[config.mk]
export PLATFORM = sky130hd
export DESIGN_NAME = cpu_sequencer
export DESIGN_NICKNAME = d
export VERILOG_FILES = /design/src/rtl/cpu_sequencer_pkg.sv /design/src/rtl/cpu_perf_counter.sv /design/src/rtl/cpu_sequencer.sv
export SDC_FILE = /design/constraint.sdc
export NUM_CORES = 1
export LEC_CHECK = 0
export ABC_AREA = 0
export ABC_CLOCK_PERIOD_IN_PS = 2780
export CORE_UTILIZATION = 40
export CTS_BUF_LIST = sky130_fd_sc_hd__clkbuf_8
export DETAILED_ROUTE_END_ITERATION = 16
export DONT_BUFFER_PORTS = 1
export PLACE_DENSITY = 0.52
export RECOVER_POWER = 50
export SLEW_MARGIN = 40
export SYNTH_ARGS = -nofsm -noshare
export SYNTH_HDL_FRONTEND = slang
export SYNTH_HIERARCHICAL = 1
export SYNTH_SLANG_ARGS = --single-unit
export TNS_END_PERCENT = 1
[constraint.sdc]
create_clock -name i_clk -period 2.78 [get_ports i_clk]
set_input_delay 0.417 -clock i_clk [delete_from_list [all_inputs] [get_ports i_clk]]
set_output_delay 0.417 -clock i_clk [all_outputs]
set_load 0.01 [all_outputs]
[src/rtl/cpu_sequencer_pkg.sv]
// Shared state codes and helpers for the nemesys multi-cycle control sequencer.
package cpu_sequencer_pkg;

  localparam int WIDTH_DEF = 32;

  typedef enum logic [2:0] {
    ST_FETCH      = 3'd0,
    ST_DECODE     = 3'd1,
    ST_EXECUTE    = 3'd2,
    ST_WRITE_BACK = 3'd3,
    ST_HALT       = 3'd4,
    ST_FAULT      = 3'd5
  } state_t;

  function automatic logic is_stopped(input state_t s);
    return (s == ST_HALT) || (s == ST_FAULT);
  endfunction

endpackage

[src/rtl/cpu_perf_counter.sv]
// Free-running wrap-around event counter; increments one cycle after i_inc,
// synchronous clear has priority. No backpressure.
module cpu_perf_counter #(
  parameter int CNT_W = 32
) (
  input  logic             i_clk,
  input  logic             i_clear,
  input  logic             i_inc,
  output logic [CNT_W-1:0] o_count
);

  logic [CNT_W-1:0] r_count;

  always_ff @(posedge i_clk) begin
    if (i_clear) begin
      r_count <= '0;
    end else if (i_inc) begin
      r_count <= r_count + 1'b1;
    end
  end

  assign o_count = r_count;

endmodule

[src/rtl/cpu_sequencer.sv]
// FETCH/DECODE/EXECUTE/WRITE_BACK sequencer, >=4 cycles per instruction; stalls on
// imem_ack and exec_done with bounded waits that end in FAULT. Strobes are Moore decodes.
module cpu_sequencer
  import cpu_sequencer_pkg::*;
#(
  parameter int WIDTH    = WIDTH_DEF,
  parameter int CNT_W    = 32,
  parameter int TIMEOUT  = 15,
  parameter int EXEC_MAX = 255
) (
  input  logic             i_clk,
  input  logic             i_reset,
  output logic             o_imem_req,
  input  logic             i_imem_ack,
  input  logic [WIDTH-1:0] i_imem_rdata,
  output logic [WIDTH-1:0] o_inst,
  input  logic             i_dec_multicycle,
  input  logic             i_dec_writes_reg,
  input  logic             i_dec_is_halt,
  output logic             o_exec_start,
  input  logic             i_exec_done,
  output logic             o_reg_write_en,
  output logic             o_pc_enable,
  output logic [2:0]       o_state,
  output logic             o_halted,
  output logic             o_fault,
  output logic [CNT_W-1:0] o_cycle_count,
  output logic [CNT_W-1:0] o_retired_count
);

  localparam int FW = $clog2(TIMEOUT + 1);
  localparam int EW = $clog2(EXEC_MAX + 1);
  localparam logic [FW-1:0] FETCH_LAST = FW'(TIMEOUT - 1);
  localparam logic [EW-1:0] EXEC_LAST  = EW'(EXEC_MAX - 1);

  state_t           r_state;
  state_t           w_next;
  logic [WIDTH-1:0] r_inst;
  logic             r_multi;
  logic [FW-1:0]    r_fetch_cnt;
  logic [EW-1:0]    r_exec_cnt;
  logic             w_cyc_inc;
  logic             w_ret_inc;

  always_ff @(posedge i_clk) begin
    if (i_reset) begin
      r_state     <= ST_FETCH;
      r_inst      <= '0;
      r_multi     <= 1'b0;
      r_fetch_cnt <= '0;
      r_exec_cnt  <= '0;
    end else begin
      r_state <= w_next;
      if (r_state == ST_FETCH && i_imem_ack) begin
        r_inst <= i_imem_rdata;
      end
      if (r_state == ST_DECODE) begin
        r_multi <= i_dec_multicycle;
      end
      // Wait counters only run while the state is held; any transition clears them.
      r_fetch_cnt <= (r_state == ST_FETCH && w_next == ST_FETCH) ? r_fetch_cnt + 1'b1 : '0;
      r_exec_cnt  <= (r_state == ST_EXECUTE && w_next == ST_EXECUTE) ? r_exec_cnt + 1'b1 : '0;
    end
  end

  always_comb begin
    w_next         = r_state;
    o_imem_req     = 1'b0;
    o_exec_start   = 1'b0;
    o_reg_write_en = 1'b0;
    o_pc_enable    = 1'b0;
    o_halted       = 1'b0;
    o_fault        = 1'b0;
    case (r_state)
      ST_FETCH: begin
        o_imem_req = 1'b1;
        if (i_imem_ack) begin
          w_next = ST_DECODE;
        end else if (r_fetch_cnt == FETCH_LAST) begin
          w_next = ST_FAULT;
        end
      end
      ST_DECODE: begin
        o_exec_start = i_dec_multicycle && !i_dec_is_halt;
        w_next       = i_dec_is_halt ? ST_HALT : ST_EXECUTE;
      end
      ST_EXECUTE: begin
        if (!r_multi || i_exec_done) begin
          w_next = ST_WRITE_BACK;
        end else if (r_exec_cnt == EXEC_LAST) begin
          w_next = ST_FAULT;
        end
      end
      ST_WRITE_BACK: begin
        o_pc_enable    = 1'b1;
        o_reg_write_en = i_dec_writes_reg;
        w_next         = ST_FETCH;
      end
      ST_HALT:  o_halted = 1'b1;
      ST_FAULT: o_fault  = 1'b1;
      default:  w_next   = ST_FAULT;
    endcase
  end

  assign w_cyc_inc = !is_stopped(r_state);
  assign w_ret_inc = (r_state == ST_WRITE_BACK);
  assign o_inst    = r_inst;
  assign o_state   = r_state;

  cpu_perf_counter #(.CNT_W(CNT_W)) u_cycle_cnt (
    .i_clk   (i_clk),
    .i_clear (i_reset),
    .i_inc   (w_cyc_inc),
    .o_count (o_cycle_count)
  );

  cpu_perf_counter #(.CNT_W(CNT_W)) u_retired_cnt (
    .i_clk   (i_clk),
    .i_clear (i_reset),
    .i_inc   (w_ret_inc),
    .o_count (o_retired_count)
  );

endmodule
==> results.json, run 1 <==
{
  "io_pins": 144,
  "finClkSkew_ns": 0.006771,
  "drtAntennaViolNets": 0,
  "crit_path_end_kind": "output pin",
  "synth_xor_area_frac": 0.05379,
  "synthCells": 599,
  "drcViolationCount": 0,
  "status": "finished clean",
  "critPathTopFamily": "buffers and inverters",
  "hold_class": "in2reg",
  "grt_pass1_wl_microns": 17540,
  "core_region_area_sq_mm": 0.01216,
  "drive_gt1_frac": 0.08532,
  "path_buf_inv": 2,
  "slew_headroom": 0.4913,
  "path_cells": "inv_1, nor3b_1, clkbuf_1, and2_1",
  "synth_cell_type_count": 43,
  "ir_drop_uv": 229.8,
  "fmax_mhz": 425.6,
  "period_share": 0.8451,
  "grt_pass1_vias": 3702,
  "maxCapViolations": 0,
  "finalSetupTns_ns": 0,
  "synthesis.nets": 644,
  "dp_hpwl_microns": 7535,
  "clkSinkCount": 112,
  "drtIter0Drc": 183,
  "synth_flop_cell": "dfxtp_1",
  "synthArstFlopShare": 0,
  "via_count": 3996,
  "synth.avg_cell_area_sq_um": 8.426,
  "antenna_cells": 0,
  "gr-usage-all-layers": 0.1673,
  "finalPower_mw": 2.969,
  "die_area_sq_mm": 0.01307,
  "syn_to_final_growth_pct": 5.354,
  "grt_max_degree": 125,
  "rows": 40,
  "start_util": 0.4150,
  "pre_cts_slack_ns": 0.5624,
  "cts_buffer_depth": 2,
  "gp_congestion": 0.7281,
  "maxSlewViolCount": 0,
  "leakage_nw": 1.855,
  "synth-compound-area-share": 0.08131,
  "p_per_area_mw_per_mm2": 558.4,
  "worst_slew_pin_slew_ns": 0.7572,
  "post_cts_resized": 0,
  "yosys.area_share.simple": 0.3086,
  "cts_setup_buffers": 0,
  "synth.yosys.seq_area_share": 0.4442,
  "h-tree-depth": 3,
  "crit_path_top_delay_cell": "clkbuf_1",
  "final_hold_viol_count": 0,
  "cp.required_ns": 2.36,
  "rsz0062_at_grt": "no",
  "die_x_microns": 114.3,
  "clk_latency_ns": 0.37,
  "start_kind": "flip-flop",
  "clk_pin_slew_ns": 0.10,
  "ys_warn_count": 6,
  "numCtsBuffers": 9,
  "cts-root-buf": "clkbuf_8",
  "die_h_microns": 114.3,
  "dr.pass1.iters": 4,
  "post-route-min-period_ns": 2.349,
  "final_nets": 626,
  "tritoncts": "done",
  "port_buffers": 0,
  "synth-seq-cells": 112,
  "wl_per_cell_microns": 14.40,
  "synth_top_family_by_area": "simple AND/OR/NAND/NOR gates",
  "synth_fa_ha_area_frac": 0.01487,
  "overflow": 0,
  "hold_slack_ns": 0.1638,
  "hold_buffers": 0,
  "muxShareOfSynthArea": 0.05305,
  "path_max_fanout": 8,
  "fin_ws_ns": 0.4306,
  "synth_edf_count": 0,
  "worstSetupPathType": "reg2out",
  "routed_via_density": 5.300,
  "antenna_found_initial": 0,
  "arrival_ns": 1.93,
  "wl_microns": 10860,
  "max_stage_delay_ns": 0.56,
  "finalSetupViolations": 0,
  "syn_area_sq_mm": 0.005047
}
path summary, 6_finish.rpt:
path | cells past startpoint | slack, ns | start | to
min reg2reg | 2 | 0.47 | r_multi | r_multi
max reg2reg | 6 | 0.43 | o_state[1] | u_retired_cnt/o_count[27]
min | 1 | 0.16 | i_reset | u_retired_cnt/o_count[18]
max | 4 | 0.43 | o_state[1] | o_reg_write_en
cells by family (layout without fill, tap and decap cells):
kind of cell / after synthesis / in the layout
XOR/XNOR: 31 / 31
multiplexers: 24 / 24
AND/OR/NAND/NOR: 305 / 305
buffers and inverters: 45 / 32
AO/OA/AOI/OAI: 76 / 76
flip-flops: 112 / 112
adder cells (fa/ha/maj): 6 / 6
final cells by class:
type,instances,area (sq um)
Clock buffer,10,137.6
Multi-Input combinational cell,442,2574
Timing Repair Buffer,5,30.03
Tap cell,168,210.2
Fill cell,1245,6844
Inverter,11,41.29
Sequential cell,112,2242
Clock inverter,6,82.58
layer usage:
layer  vias up  global-route usage  routed length (microns)
met5         -                   0                        0
met4         0             0.06753                      161
met3        15             0.05347                      806
met2       109              0.2735                     4926
met1      1860              0.2037                     4963
li1       2012                   -                        -
power breakdown:
group          internal (mW)  total, mW  switching [mW]  leakage, nW
sequential              1.66       1.72          0.0642        0.908
clock                  0.528       1.07           0.542        0.112
combinational         0.0627      0.178           0.115        0.835
through the flow:
| stage | cell area [sq um] | std cells | utilization |
|---|---|---|---|
| floorplan | 5047 | 599 | - |
| global placement | 5119 | 738 | 0.4209 |
| detailed placement | 5121 | 738 | 0.4211 |
| CTS | 5341 | 754 | 0.4392 |
| global route | 5318 | 754 | 0.4372 |
| finish | 5318 | 754 | 0.4372 |
cells in the mapped netlist (all sizes together), types with 7 or more instances:
| cell type | number | area (sq um) |
|---|---|---|
| o21ai | 12 | 60.06 |
| clkbuf | 22 | 82.58 |
| xnor2 | 10 | 87.58 |
| nor4 | 7 | 73.82 |
| or3 | 9 | 56.30 |
| nor2b | 21 | 131.4 |
| dfxtp | 112 | 2242 |
| or4 | 8 | 67.56 |
| nand4 | 23 | 156.4 |
| a21oi | 53 | 265.3 |
| nand3 | 23 | 115.1 |
| buf | 12 | 98.84 |
| inv | 11 | 41.29 |
| nor3 | 23 | 126.4 |
| nor2 | 68 | 255.2 |
| and3 | 8 | 52.55 |
| mux2 | 22 | 247.7 |
| and4 | 7 | 61.31 |
| xor2 | 21 | 183.9 |
| nand2 | 91 | 344.1 |
placed cells by master, fill, tap and decap left out, types with 7 or more instances in the layout:
master | Yosys | layout
nor2_1 | 68 | 68
clkbuf_8 | 0 | 10
dfxtp_1 | 112 | 112
nor3_1 | 22 | 23
or3_1 | 9 | 9
inv_1 | 11 | 11
mux2_2 | 18 | 18
and4_1 | 7 | 7
nand3_1 | 23 | 23
a21oi_1 | 53 | 53
o21ai_0 | 12 | 12
xor2_1 | 21 | 21
nand2_1 | 90 | 89
xnor2_1 | 10 | 10
nor2b_1 | 21 | 21
nand4_1 | 21 | 21
flip-flops by register name, indices dropped and copies added, names as in the netlist:
| name | count |
|---|---|
| u_retired_cnt/o_count | 32 |
| r_fetch_cnt | 4 |
| o_inst | 32 |
| o_state | 3 |
| r_multi | 1 |
| u_cycle_cnt/o_count | 32 |
| r_exec_cnt | 8 |
worst register-to-register path, cell delays in order (launching register included):
cell     delay, ns
dfxtp_1       0.34
inv_1         0.08
nor3b_1       0.31
and4_1        0.43
nand4_1       0.37
nor3b_1       0.34
mux2_2        0.37
Power figures use the tool's default switching activity.
==> run 2, diff against run 1 <==
--- a/config.mk
+++ b/config.mk
@@ -6,7 +6,7 @@
 export NUM_CORES = 1
 export LEC_CHECK = 0
 export ABC_AREA = 0
-export ABC_CLOCK_PERIOD_IN_PS = 2780
+export ABC_CLOCK_PERIOD_IN_PS = 2380
 export CORE_UTILIZATION = 40
 export CTS_BUF_LIST = sky130_fd_sc_hd__clkbuf_8
 export DETAILED_ROUTE_END_ITERATION = 16
==> constraint.sdc (replaced) <==
create_clock -name i_clk -period 2.38 [get_ports i_clk]
set_input_delay 0.357 -clock i_clk [delete_from_list [all_inputs] [get_ports i_clk]]
set_output_delay 0.357 -clock i_clk [all_outputs]
set_load 0.01 [all_outputs]
==> results.json, run 2 (synthesis results as in run 1) <==
{
  "gr-usage-all-layers": 0.1722,
  "placed_area_sq_mm": 0.005195,
  "clk_latency_ns": 0.37,
  "maxCapViolations": 0,
  "reg2reg_depth": 4,
  "reg2reg_slack_ns": 0.32,
  "drcViolationCount": 0,
  "leakage_nw": 1.881,
  "seq_area_sq_mm": 0.002243,
  "final_cell_count_no_fill": 763,
  "start_kind": "flip-flop",
  "finClkSkew_ns": 0.01036,
  "hold_slack_ns": 0.04732,
  "p_per_area_mw_per_mm2": 636.8,
  "cts_buffer_depth": 2,
  "gp_congestion": 0.7631,
  "fmax_mhz": 484.9,
  "start_util": 0.4150,
  "grt_pass1_wl_microns": 17970,
  "multi_input_area_sq_mm": 0.002587,
  "place_inst": 748,
  "hold_buffers": 0,
  "drtAntennaViolNets": 0,
  "cts-root-buf": "clkbuf_8",
  "drive_gt1_frac": 0.09076,
  "clkSinkCount": 112,
  "io_pins": 144,
  "antenna_found_initial": 0,
  "worst_slew_pin_slew_ns": 0.5823,
  "dp_hpwl_microns": 7725,
  "period_share": 0.8665,
  "drtIter0Drc": 292,
  "final_hold_viol_count": 0,
  "crit_path_end_kind": "flip-flop",
  "rows": 40,
  "path_max_fanout": 10,
  "overflow": 0,
  "arrival_ns": 2.33,
  "port_buffers": 0,
  "layout_commonest_cell": "dfxtp_1",
  "via_count": 4060,
  "die_area_sq_mm": 0.01307,
  "fill_cells": 1235,
  "finalPower_mw": 3.417,
  "maxSlewViolCount": 0,
  "final_nets": 636,
  "pre_cts_slack_ns": 0.3397,
  "min_path_cells": 1,
  "die_x_microns": 114.3,
  "post_cts_resized": 0,
  "routed_via_density": 5.321,
  "h-tree-depth": 3,
  "cp.required_ns": 2.65,
  "finalSetupTns_ns": 0,
  "final_core_util": 0.4413,
  "finalSetupViolations": 0,
  "final_cell_mix": "dfxtp_1, nand2_1, nor2_1",
  "status": "finished clean",
  "tritoncts": "done",
  "hold_class": "in2reg",
  "numCtsBuffers": 9,
  "grt_pass1_vias": 3789,
  "cts_setup_buffers": 0,
  "worstSetupPathType": "reg2reg",
  "clk_pin_slew_ns": 0.10,
  "syn_to_final_growth_pct": 6.321,
  "rsz0062_at_grt": "no",
  "antenna_cells": 0,
  "fin_area_sq_mm": 0.005366,
  "slew_headroom": 0.6063,
  "wl_microns": 11130,
  "core_region_area_sq_mm": 0.01216,
  "post-route-min-period_ns": 2.062,
  "die_h_microns": 114.3,
  "grt_max_degree": 125,
  "dr.pass1.iters": 4,
  "ir_drop_uv": 319.2,
  "fin_ws_ns": 0.3177,
  "wl_per_cell_microns": 14.59
}
==> run 2: metal layers <==
metal	up-vias	share of wire	wire, microns	GRT usage
met4	0	0.0097	108	0.06580
met2	129	0.47	5182	0.2776
li1	2036	-	-	-
met5	-	0	0	0
met3	8	0.083	927	0.05664
met1	1887	0.44	4911	0.2132
==> run 2: area by class of cell <==
type / instances / area share
Tap cell: 168 / 0.03917
Clock buffer: 12 / 0.03078
Clock inverter: 3 / 0.007461
Multi-Input combinational cell: 442 / 0.4822
Timing Repair Buffer: 15 / 0.01469
Inverter: 11 / 0.007694
Sequential cell: 112 / 0.4180
==> run 2: worst paths after layout <==
path,start,endpoint
max,u_cycle_cnt/o_count[9],u_cycle_cnt/o_count[27]
min,i_reset,u_retired_cnt/o_count[14]
min reg2reg,r_fetch_cnt[0],r_fetch_cnt[0]
max reg2reg,u_cycle_cnt/o_count[9],u_cycle_cnt/o_count[27]
==> run 2: report_power, final <==
part	switching, mW	internal [mW]	total (mW)
sequential	0.0723	1.94	2.01
combinational	0.144	0.0807	0.225
clock	0.618	0.565	1.18
total	0.835	2.58	3.42
==> run 2: worst max-delay path, stage by stage (launching register included) <==
cell and delay, ns:
dfxtp_1 0.48, nand4_2 0.20, or4_4 0.64, nor3b_1 0.28, mux2_2 0.36
